==> config.mk <==
export PLATFORM = sky130hd
export DESIGN_NAME = data_island_packet_serializer
export DESIGN_NICKNAME = d
export VERILOG_FILES = /design/src/rtl/hdmi_packet_pkg.sv /design/src/rtl/bch_ecc_accumulator.sv /design/src/rtl/data_island_packet_serializer.sv
export SDC_FILE = /design/constraint.sdc
export NUM_CORES = 1
export LEC_CHECK = 0
export ABC_CLOCK_PERIOD_IN_PS = 9100
export CAP_MARGIN = 0
export CORE_MARGIN = 4
export CORE_UTILIZATION = 38
export CTS_CLUSTER_DIAMETER = 30
export DETAILED_ROUTE_END_ITERATION = 12
export GPL_TIMING_DRIVEN = 0
export RECOVER_POWER = 50
export SETUP_SLACK_MARGIN = 0.2
export SLEW_MARGIN = 15
export SYNTH_ARGS = -nofsm -noshare
export SYNTH_HDL_FRONTEND = slang
export SYNTH_SLANG_ARGS = --single-unit
==> constraint.sdc <==
create_clock -name clk_pixel -period 9.1 [get_ports clk_pixel]
set_clock_uncertainty 0.15 [all_clocks]
set_input_delay 1.365 -clock clk_pixel [delete_from_list [all_inputs] [get_ports clk_pixel]]
set_output_delay 1.365 -clock clk_pixel [all_outputs]
set_load 0.01 [all_outputs]
==> src/rtl/hdmi_packet_pkg.sv <==
// Shared constants, slice type and BCH parity step for the
// data-island packet serializer.
package hdmi_packet_pkg;

    localparam int PACKET_SLICES    = 32;
    localparam int HEADER_DATA_BITS = 24;
    localparam int SUB_DATA_BITS    = 56;
    localparam int SUBPACKET_COUNT  = 4;
    localparam int SUB_DATA_SLICES  = SUB_DATA_BITS / 2;

    localparam logic [7:0] BCH_POLY_DEFAULT = 8'h83;

    typedef logic [8:0] packet_slice_t;

    // Reflected LFSR step: one message bit folded into the parity byte.
    function automatic logic [7:0] bch_step(
        input logic [7:0] ecc,
        input logic       din,
        input logic [7:0] poly = BCH_POLY_DEFAULT
    );
        logic [7:0] nxt;
        nxt = ecc >> 1;
        if (ecc[0] ^ din) begin
            nxt = nxt ^ poly;
        end
        return nxt;
    endfunction

endpackage

==> src/rtl/bch_ecc_accumulator.sv <==
// Running BCH parity over a bit stream, consuming one or two
// message bits per clock (bit 0 of i_data first).
module bch_ecc_accumulator
    import hdmi_packet_pkg::*;
#(
    parameter int         BITS_PER_CLK = 1,
    parameter logic [7:0] POLY         = BCH_POLY_DEFAULT
) (
    input  logic                    i_clk,
    input  logic                    i_reset_n,
    input  logic                    i_clear,
    input  logic                    i_enable,
    input  logic [BITS_PER_CLK-1:0] i_data,
    output logic [7:0]              o_ecc
);

    logic [7:0] r_ecc;
    logic [7:0] w_next;

    always_comb begin
        w_next = r_ecc;
        for (int i = 0; i < BITS_PER_CLK; i++) begin
            w_next = bch_step(w_next, i_data[i], POLY);
        end
    end

    // Clear wins over enable so a back-to-back start restarts cleanly.
    always_ff @(posedge i_clk) begin
        if (!i_reset_n) begin
            r_ecc <= '0;
        end else if (i_clear) begin
            r_ecc <= '0;
        end else if (i_enable) begin
            r_ecc <= w_next;
        end
    end

    assign o_ecc = r_ecc;

endmodule

==> src/rtl/data_island_packet_serializer.sv <==
// Serialises a header plus four subpackets, with BCH parity appended,
// into 32 nine-bit TERC4 payload slices.
module data_island_packet_serializer
    import hdmi_packet_pkg::*;
#(
    parameter int         BACK_TO_BACK = 1,
    parameter logic [7:0] BCH_POLY     = BCH_POLY_DEFAULT
) (
    input  logic        clk_pixel,
    input  logic        reset_n,
    input  logic        start,
    input  logic [23:0] header,
    input  logic [55:0] sub [3:0],
    output logic        ready,
    output logic        packet_valid,
    output logic        packet_first,
    output logic [8:0]  packet_data
);

    logic        r_busy;
    logic [4:0]  r_cnt;
    logic [23:0] r_header;
    logic [55:0] r_sub [3:0];

    logic        w_last;
    logic        w_accept;
    logic        w_hdr_phase;
    logic        w_sub_phase;
    logic        w_hdr_bit;
    logic [3:0]  w_even;
    logic [3:0]  w_odd;
    logic [7:0]  w_hecc;
    logic [7:0]  w_secc [3:0];
    packet_slice_t w_slice;

    assign w_last   = r_busy && (r_cnt == 5'd31);
    assign ready    = !r_busy || ((BACK_TO_BACK != 0) && w_last);
    assign w_accept = start && ready;

    always_ff @(posedge clk_pixel) begin
        if (!reset_n) begin
            r_busy   <= 1'b0;
            r_cnt    <= '0;
            r_header <= '0;
            for (int k = 0; k < SUBPACKET_COUNT; k++) begin
                r_sub[k] <= '0;
            end
        end else if (w_accept) begin
            r_busy   <= 1'b1;
            r_cnt    <= '0;
            r_header <= header;
            for (int k = 0; k < SUBPACKET_COUNT; k++) begin
                r_sub[k] <= sub[k];
            end
        end else if (r_busy) begin
            r_cnt <= r_cnt + 5'd1;
            if (w_last) begin
                r_busy <= 1'b0;
            end
        end
    end

    assign w_hdr_phase = r_cnt < 5'(HEADER_DATA_BITS);
    assign w_sub_phase = r_cnt < 5'(SUB_DATA_SLICES);
    assign w_hdr_bit   = w_hdr_phase ? r_header[r_cnt] : 1'b0;

    bch_ecc_accumulator #(
        .BITS_PER_CLK (1),
        .POLY         (BCH_POLY)
    ) u_hecc (
        .i_clk     (clk_pixel),
        .i_reset_n (reset_n),
        .i_clear   (w_accept),
        .i_enable  (r_busy && w_hdr_phase),
        .i_data    (w_hdr_bit),
        .o_ecc     (w_hecc)
    );

    for (genvar k = 0; k < SUBPACKET_COUNT; k++) begin : g_sub
        assign w_even[k] = w_sub_phase ? r_sub[k][{r_cnt, 1'b0}] : 1'b0;
        assign w_odd[k]  = w_sub_phase ? r_sub[k][{r_cnt, 1'b1}] : 1'b0;

        bch_ecc_accumulator #(
            .BITS_PER_CLK (2),
            .POLY         (BCH_POLY)
        ) u_secc (
            .i_clk     (clk_pixel),
            .i_reset_n (reset_n),
            .i_clear   (w_accept),
            .i_enable  (r_busy && w_sub_phase),
            .i_data    ({w_odd[k], w_even[k]}),
            .o_ecc     (w_secc[k])
        );
    end

    // Data phase passes latched bits; parity phase indexes the held ECC.
    always_comb begin
        w_slice = '0;
        if (r_busy) begin
            if (w_hdr_phase) begin
                w_slice[0] = w_hdr_bit;
            end else begin
                w_slice[0] = w_hecc[r_cnt[2:0]];
            end
            for (int k = 0; k < SUBPACKET_COUNT; k++) begin
                if (w_sub_phase) begin
                    w_slice[1+k] = w_even[k];
                    w_slice[5+k] = w_odd[k];
                end else begin
                    w_slice[1+k] = w_secc[k][{r_cnt[1:0], 1'b0}];
                    w_slice[5+k] = w_secc[k][{r_cnt[1:0], 1'b1}];
                end
            end
        end
    end

    assign packet_valid = r_busy;
    assign packet_first = r_busy && (r_cnt == 5'd0);
    assign packet_data  = w_slice;

endmodule

* Yosys cells after proc, flatten, opt, wreduce, memory -nomap -nowiden
Memories as Yosys holds them, arrays and structs flattened.
Cells that the tools add are included.
** Word-level totals
- Bits in registers :: 70
- RAM bits :: 224
- Bits of input ports :: 251
- Output and inout bits :: 12
- Logic and storage cells :: 126
- Memories :: 1
** Cells by class
- Add/subtract/negate cells :: 1
- Order comparisons :: 8
- Equal/unequal tests :: 1
- Multiplexer cells :: 75
- Bitwise gates (word level) :: 23
- Reduce and logical (&&, ||, !) cells :: 9
** Memories
- r_sub :: words 4, bits a word 56, read ports 4, clocked after Yosys merged registers in 0, write ports 4, line data_island_packet_serializer.sv:23 : logic [55:0] r_sub [3:0];
** Operators by type and width (number)
- $mux 56 :: 4
- $mux 8 :: 9
- $bmux 1 s5 :: 9
- $mux 1 :: 43
- $not 2->3 :: 9
- $bmux 1 s2 :: 8
- $lt 6x7->1 const B :: 2
- $lt 3x4->1 const B :: 3
- $lt 5x5->1 const B :: 2
- $mux 9 :: 1
- $xor 1x1->1 :: 9
- $lt 5x6->1 const B :: 1
- $add 5x1->5 const B :: 1
- $eq 5x5->1 const B :: 1
- $logic_and 1x1->1 :: 5
- $logic_not 5->1 :: 1
- $or 1x1->1 :: 4
- $bmux 1 s3 :: 1
- $reduce_or 2->1 :: 1
- $logic_not 1->1 :: 1
- $logic_or 1x1->1 :: 1
- $not 1->1 :: 1

* Logic depth before layout (Yosys ltp)
Gate-level depths: netlist of the first run.
- Depth after elaboration :: 8
- Mapped depth :: 13
- Mapped depth without buffers :: 8

* By module
Synthesis of the first run repeated with hierarchy kept, for this count alone.
** Second synthesis, totals
- Cell total of the unflattened synthesis :: 1090
- Area, all modules :: 14049.7 um^2
** Modules (own cells, without submodules)
- data_island_packet_serializer :: times used 1, cells an instance 896, area an instance 12155.4 um^2, sequential area each 7327.0 um^2
- bch_ecc_accumulator (g_sub[0].u_secc ...) :: times used 4, cells an instance 39, area an instance 381.6 um^2, sequential area each 160.2 um^2
- bch_ecc_accumulator (u_hecc) :: times used 1, cells an instance 38, area an instance 367.9 um^2, sequential area each 160.2 um^2

* Least setup slack after synthesis of the first run
OpenSTA, ideal clock, no wires.
- Path type :: register to register
- From :: register r_cnt[2]
- To :: memory r_sub[0][0] (enable)
- Library setup time :: 0.676 ns
- Arrival :: 8.311 ns
- Required time :: 8.274 ns
- Slack :: -0.036 ns
- Cell stages (with the launch flop) :: 12
- Path buffers :: 5
- Clock period less this slack :: 9.136 ns
- Cell sequence :: dfxtp_1 -> buf_2 -> buf_1 -> clkbuf_1 -> and3_1 -> ha_1 -> nand2b_1 -> nand2_1 -> and2_1 -> clkbuf_1 -> clkinv_1 -> buf_1
** RTL lines
- start: declaration :: line data_island_packet_serializer.sv:21 : logic [4:0] r_cnt;
- start signal: assignment :: line data_island_packet_serializer.sv:56 : r_cnt <= r_cnt + 5'd1;
- end: declaration :: line data_island_packet_serializer.sv:23

==> run_results.csv, run 1 <==
group,metric,value,unit
outcome,status,"finished with violations",
outcome,violations,"max-capacitance violations, max-slew violations",
cells_and_area,drive_gt1_share,12.86,%
critical_path,crit_path_end_kind,"flip-flop",
floorplan,die_w,198.3,µm
routing,wl_per_cell,21.24,µm
placement,placed_cells_incl_taps,1798,
yosys,synth-edff-count,224,
power,p_total,4.459,mW
floorplan,die_h,198.3,µm
sta,fin_setup_tns,0,ns
placement,portBuffers,262,
routing,vias,9814,
cells_and_area,multiInputGateArea,5221,µm²
yosys,synth_seq_area_share,59.05,%
critical_path,crit_path_max_incr_delay,1.60,ns
sta,rsz0062_at_grt,"no",
power,power_density,229.0,nW/µm²
hold_path,hp-class,"flip-flop to flip-flop",
sta,slew_headroom,-47.33,%
critical_path,start_kind,"flip-flop",
sta,period_needed,6.211,ns
yosys,synthCells,1073,
sta,hold_ws,0.3054,ns
grt,grt_pass1_wl,59.99,mm
yosys,yosys-top-cells-area,"edfxtp_1 (49%), and2_1 (11%), dfxtp_1 (10%)",
clock_network,numCtsBuffers,72,
grt,overflow,0,
power,ir_worst_vdd,0.1425,mV
grt,grt_pass1_vias,10041,
power,clkPwrFrac,56.4,%
clock_network,cts.sinks,294,
clock_network,cts_tree,"built",
power,p_seq_share,35.3,%
routing,drc,0,
sta,tightestPinTransition,2.210,ns
floorplan,io_pins,263,
critical_path,cp_slowest_cell,"clkbuf_1",
floorplan,die_area,39330,µm²
sta,maxSlewViolCount,35,
cells_and_area,syn2layout_area_growth,41.48,%
routing,first_iter_violations,705,
clock_network,ctsHtreeMaxLevel,3,
routing,wl,41.01,mm
power,p_sw_share,22.66,%
clock_network,post_cts_resized,0,
hold_path,whs_path_depth,2,
critical_path,path_class,"flip-flop to flip-flop",
routing,viasPerCell,5.082,
placement,globalplace.congestion,0.8523,
yosys,synth_area,13760,µm²
grt,grt_max_degree,110,
critical_path,path_cells,"clkbuf_1 -> clkbuf_1 -> clkbuf_1 -> and3_1 -> ha_1 -> nand2b_1 -> nand2_1 -> and2_1 -> clkbuf_1 -> clkinv_1 -> clkbuf_1 -> buf_16",
yosys,ys_async_sr_fraction,0,%
yosys,synth_seq_cells,294,
yosys,syn_area_per_cell,12.83,µm²
critical_path,cp.arrival,6.26,ns
yosys,syn-num-nets,1327,
cells_and_area,diodes,0,
grt,grt.total_usage,20.45,%
clock_network,clock_latency,0.57,ns
cells_and_area,fillCellCount,3033,
clock_network,cts_setup_buffers,0,
clock_network,root_buffer,"clkbuf_16",
critical_path,worstRegToRegCells,12,
yosys,ys_types,59,
routing,postRouteAntennaNets,0,
placement,dp_hpwl,29.53,mm
cells_and_area,final_cells,1931,
yosys,synth_top_area_share,48.87,%
power,p_sw,1.011,mW
clock_network,hold_buffers,0,
power,p_leak,7.083,nW
power,intPower,3.449,mW
yosys,ys.flop_type,"edfxtp_1",
yosys,synth_area_leader_cell,"edfxtp_1",
cells_and_area,ff_latch_area,8128,µm²
yosys,yosysWarnings,0,
routing,first_pass_iters,5,
clock_network,cts.clk_slew.worst_paths,0.04,ns
sta,hold_viol,0,
floorplan,rows,69,
power,power_frac_comb,8.3,%
clock_network,clock_path_buffers,3,
grt,grt_antenna_before_repair,3,
critical_path,crit_top_cell,"clkbuf_1",
floorplan,initial_core_util,38.60,%
sta,max_freq,0.1610,GHz
sta,setup_violations,0,
flow_run,drv_cap,1,
critical_path,path_max_fanout,109,
cells_and_area,final_nets,1665,
sta,period_share,68.26,%
critical_path,required,9.15,ns
floorplan,coreArea,35660,µm²
[worst paths after layout]
| check | start | to | slack (ns) |
|---|---|---|---|
| min | g_sub[2].u_secc.o_ecc[7]$_SDFFE_PP0P_ | g_sub[2].u_secc.o_ecc[5]$_SDFFE_PP0P_ | 0.31 |
| min reg2reg | g_sub[2].u_secc.o_ecc[7]$_SDFFE_PP0P_ | g_sub[2].u_secc.o_ecc[5]$_SDFFE_PP0P_ | 0.31 |
| max | r_cnt[2]$_SDFFE_PP0P_ | r_sub[1][43]$_SDFFCE_PN0P_ | 2.89 |
| max reg2reg | r_cnt[2]$_SDFFE_PP0P_ | r_sub[1][43]$_SDFFCE_PN0P_ | 2.89 |
[metrics by stage]
step / util, % / area (µm²) / worst slack [ns]
6_report: 54.61 / 19470 / 2.889
5_1_grt: 54.61 / 19470 / 2.566
4_1_cts: 54.63 / 19480 / 3.713
3_5_place_dp: 47.76 / 17030 / 4.204
3_3_place_gp: 47.59 / 16970 / -2.653
2_1_floorplan: - / 13770 / 0.6073
[placed cells by master, fill, tap and decap left out, types with 7 or more instances in the layout]
cell type / instances
o21ai_1: 9
nand2_1: 59
edfxtp_1: 224
mux2_2: 9
mux2i_1: 88
xor2_1: 9
a21oi_1: 51
o22ai_1: 20
clkdlybuf4s50_1: 261
buf_4: 9
clkbuf_1: 61
dfxtp_1: 70
clkinvlp_4: 11
and2_1: 210
o21ai_0: 21
and2_0: 23
clkinv_1: 12
a22o_1: 27
buf_6: 8
nor3_1: 9
clkbuf_16: 74
a221oi_1: 7
bufinv_16: 7
nor2b_1: 10
mux4_2: 30
nand3_1: 9
nor2_1: 26
clkinv_2: 12
[flip-flops by register name (all words and copies together) (netlist names)]
register            cells
g_sub.u_secc.o_ecc     32
packet_valid            1
r_cnt                   5
r_header               24
r_sub                 224
u_hecc.o_ecc            8
[Yosys cell counts (5+ instances only)]
| master | number |
|---|---|
| and3_1 | 6 |
| a21oi_1 | 51 |
| buf_6 | 8 |
| o2bb2ai_1 | 6 |
| buf_4 | 9 |
| a221oi_1 | 7 |
| dfxtp_1 | 70 |
| mux4_2 | 30 |
| a22o_1 | 27 |
| nand2_1 | 59 |
| nand2b_1 | 5 |
| nor2b_1 | 10 |
| xnor2_1 | 6 |
| o22ai_1 | 20 |
| mux2_2 | 9 |
| mux2i_1 | 88 |
| edfxtp_1 | 224 |
| and2_1 | 233 |
| clkbuf_1 | 49 |
| o21ai_0 | 21 |
| nand3_1 | 9 |
| o21ai_1 | 9 |
| xor2_1 | 9 |
| buf_2 | 6 |
| nor3_1 | 9 |
| nor2_1 | 26 |
[worst max-delay path, delay by kind of cell, from the launching register on]
family	cells	cell delay, ns
adder cells (fa/ha/maj)	1	0.23
AND/OR/NAND/NOR	4	0.65
buffers and inverters	7	4.23
flip-flops	1	0.39
[power groups by stage]
| stage | combinational, mW | sequential (mW) | clock, mW |
|---|---|---|---|
| after floorplan | 0.186 | 1.60 | 0 |
| after global placement | 0.368 | 1.62 | 0 |
| after global routing | 0.402 | 1.58 | 2.62 |
| after detailed placement | 0.374 | 1.60 | 0 |
| after CTS | 0.376 | 1.57 | 2.54 |
| final | 0.371 | 1.57 | 2.51 |
[final cells by class]
type / instances / area share [%]
multi-input combinational: 697 / 26.81
tap: 461 / 2.962
clock inverter: 50 / 2.847
sequential: 294 / 41.74
timing repair buffer: 264 / 13.75
buffer: 77 / 2.056
clock buffer: 83 / 9.735
inverter: 5 / 0.09638
[cells by family (layout without fill, tap and decap cells)]
logic type | after synthesis | after routing | synth area share [%]
fa+ha+maj | 3 | 3 | 0.2728
xor+xnor | 18 | 18 | 1.418
simple gates | 386 | 386 | 16.24
buf+inv | 82 | 479 | 3.055
compound gates | 162 | 162 | 7.836
mux | 128 | 128 | 12.13
flops | 294 | 294 | 59.05
[metal layers]
metal	wire length, µm	share of wire (%)	up-vias	track usage, %
met5	0	0	-	0
met3	2733	6.7	68	4.390
met1	17790	43	4761	27.65
met2	19440	47	354	33.12
li1	-	-	4631	-
met4	1041	2.5	0	6.580
Power figures use the tool's default switching activity.
==> run 2: changes to the inputs <==
- ABC_CLOCK_PERIOD_IN_PS: 9100 -> 5380
- clock period: 9.1 -> 5.38 ns (I/O delays scaled with it)
==> run_results.csv, run 2 (same netlist as run 1, synthesis figures left out) <==
group,metric,value,unit
placement,pre_cts_ws,0.4267,ns
critical_path,cp_slowest_cell,"clkbuf_1",
sta,maxSlewViolCount,0,
power,intPower,5.941,mW
critical_path,cp_top_family,"buffers and inverters",
critical_path,startpoint,"r_cnt[2]$_SDFFE_PP0P_",
sta,hold_viol,0,
placement,portBuffers,262,
grt,grt_antenna_before_repair,0,
clock_network,cts_tree,"built",
floorplan,die_area,39330,µm²
clock_network,ctsHtreeMaxLevel,3,
critical_path,crit_path_max_incr_delay,0.73,ns
clock_network,clock_latency,0.58,ns
placement,dpl-instance-area,17030,µm²
sta,slew_headroom,22.07,%
floorplan,coreArea,35660,µm²
placement,placed_cells_incl_taps,1798,
routing,wl_per_cell,21.57,µm
sta,rsz0062_at_grt,"no",
critical_path,crit_top_cell,"clkbuf_1",
floorplan,die_h,198.3,µm
clock_network,root_buffer,"clkbuf_16",
grt,grt_pass1_wl,61.13,mm
critical_path,cp.arrival,5.22,ns
floorplan,die_w,198.3,µm
placement,dp_hpwl,29.72,mm
flow_run,drv_cap,0,
critical_path,path_cells,"buf_2 -> clkbuf_1 -> clkbuf_1 -> and3_1 -> ha_1 -> nand2b_1 -> and3_1 -> clkbuf_1 -> clkbuf_1 -> clkbuf_1 -> and2_1",
placement,globalplace.congestion,0.8511,
floorplan,rows,69,
outcome,status,"completed",
cells_and_area,final_core_util,54.78,%
hold_path,hp-class,"flip-flop to flip-flop",
routing,viasPerCell,5.092,
clock_network,numCtsBuffers,74,
cells_and_area,syn2layout_area_growth,41.93,%
hold_path,worstHoldStart,"g_sub[1].u_secc.o_ecc[5]$_SDFFE_PP0P_",
cells_and_area,drive_gt1_share,13.43,%
grt,grt.total_usage,20.90,%
clock_network,clock_path_buffers,3,
cells_and_area,final_nets,1667,
grt,overflow,0,
clock_network,cts.sinks,294,
routing,vias,9858,
clock_network,cts_setup_buffers,0,
routing,drc,0,
floorplan,initial_core_util,38.60,%
power,p_leak,7.120,nW
cells_and_area,fillCellCount,2988,
sta,period_needed,4.933,ns
grt,grt_pass1_vias,10243,
cells_and_area,regMostFlops,"r_sub",
power,power_density,394.5,nW/µm²
critical_path,start_kind,"flip-flop",
cells_and_area,layout_commonest_cell,"clkdlybuf4s50_1",
routing,wl,41.76,mm
critical_path,path_max_fanout,10,
power,ir_worst_vdd,0.2458,mV
critical_path,crit_buf_inv,6,
clock_network,cts.clk_slew.worst_paths,0.04,ns
clock_network,hold_buffers,0,
grt,grt_max_degree,101,
cells_and_area,final_cell_mix,"clkdlybuf4s50_1 (261), edfxtp_1 (224), and2_1 (192)",
sta,period_share,91.69,%
cells_and_area,largest_register_ffs,224,
power,p_sw,1.766,mW
power,p_sw_share,22.91,%
cells_and_area,final_cell_area,19530,µm²
critical_path,crit_path_end_kind,"flip-flop",
cells_and_area,final_cells,1936,
power,p_seq_share,34.6,%
critical_path,r2r_start,"r_cnt[2]$_SDFFE_PP0P_",
sta,tightestPinTransition,1.158,ns
sta,fin_ws,0.4471,ns
sta,setup_violations,0,
routing,first_pass_iters,5,
floorplan,io_pins,263,
power,clkPwrFrac,57.3,%
routing,first_iter_violations,672,
critical_path,path_class,"flip-flop to flip-flop",
clock_network,post_cts_resized,0,
routing,postRouteAntennaNets,0,
sta,max_freq,0.2027,GHz
power,power_frac_comb,8.1,%
critical_path,required,5.66,ns
[run 2: changes by cell type in the layout (fill, tap and decap cells not counted), sizes merged]
cell,change
clkinv,-4
clkinvlp,-3
diode,+1
clkbuf,+6
inv,+3
buf,+2
[run 2: area by class of cell]
type                            count  area (µm²)  area share, %
Clock inverter                     46       548.0          2.806
Timing Repair Buffer              264        2645          13.54
Buffer                             77       412.9          2.114
Multi-Input combinational cell    697        5215          26.70
Inverter                            5       18.77        0.09608
Sequential cell                   294        8128          41.61
Tap cell                          461       576.8          2.953
Antenna cell                        1       2.502        0.01281
Clock buffer                       91        1987          10.17
[run 2: final timing paths]
| check | endpoint | slack [ns] | depth (start not counted) |
|---|---|---|---|
| worst max-delay path | r_sub[0][50]$_SDFFCE_PN0P_ | 0.45 | 11 |
| worst min-delay path | g_sub[1].u_secc.o_ecc[3]$_SDFFE_PP0P_ | 0.32 | 2 |
| worst max register to register | r_sub[0][50]$_SDFFCE_PN0P_ | 0.45 | 11 |
| worst min register to register | g_sub[1].u_secc.o_ecc[3]$_SDFFE_PP0P_ | 0.32 | 2 |
[run 2: power groups by stage]
stage	Combinational [mW]	Sequential (mW)	Clock [mW]
after floorplan	0.314	2.69	0
after global routing	0.680	2.68	4.58
after detailed placement	0.635	2.70	0
after global placement	0.624	2.70	0
after CTS	0.639	2.66	4.46
final	0.627	2.66	4.41
[run 2: worst min-delay path: cells and delay by family (launching register included)]
| family | cells | cell delay (ns) |
|---|---|---|
| DFF | 1 | 0.31 |
| and+or+nand+nor | 1 | 0.06 |
| AOI/OAI and AO/OA | 1 | 0.05 |
[run 2: layer usage]
metal	vias up	share of wire [%]	track usage [%]
li1	4645	-	-
met1	4792	43	28.36
met2	361	48	34.43
met3	60	6.6	4.084
met4	0	2.0	5.891
met5	-	0	0
[run 2: metrics by stage]
step / setup TNS (ns) / power (mW) / hold slack [ns]
finish: 0 / 7.706 / 0.3173
global route: 0 / 7.937 / 0.3225
CTS: 0 / 7.762 / 0.3156
detailed placement: 0 / 3.336 / 0.3077
global placement: -116.40 / 3.327 / 0.2988
floorplan: 0 / 3.004 / 0.2885
==> run 3: changes to the inputs <==
- SKIP_CTS_REPAIR_TIMING: not set -> 1
==> results of run 3 <==
Final layout, timing and power as in run 2 (identical DEF).
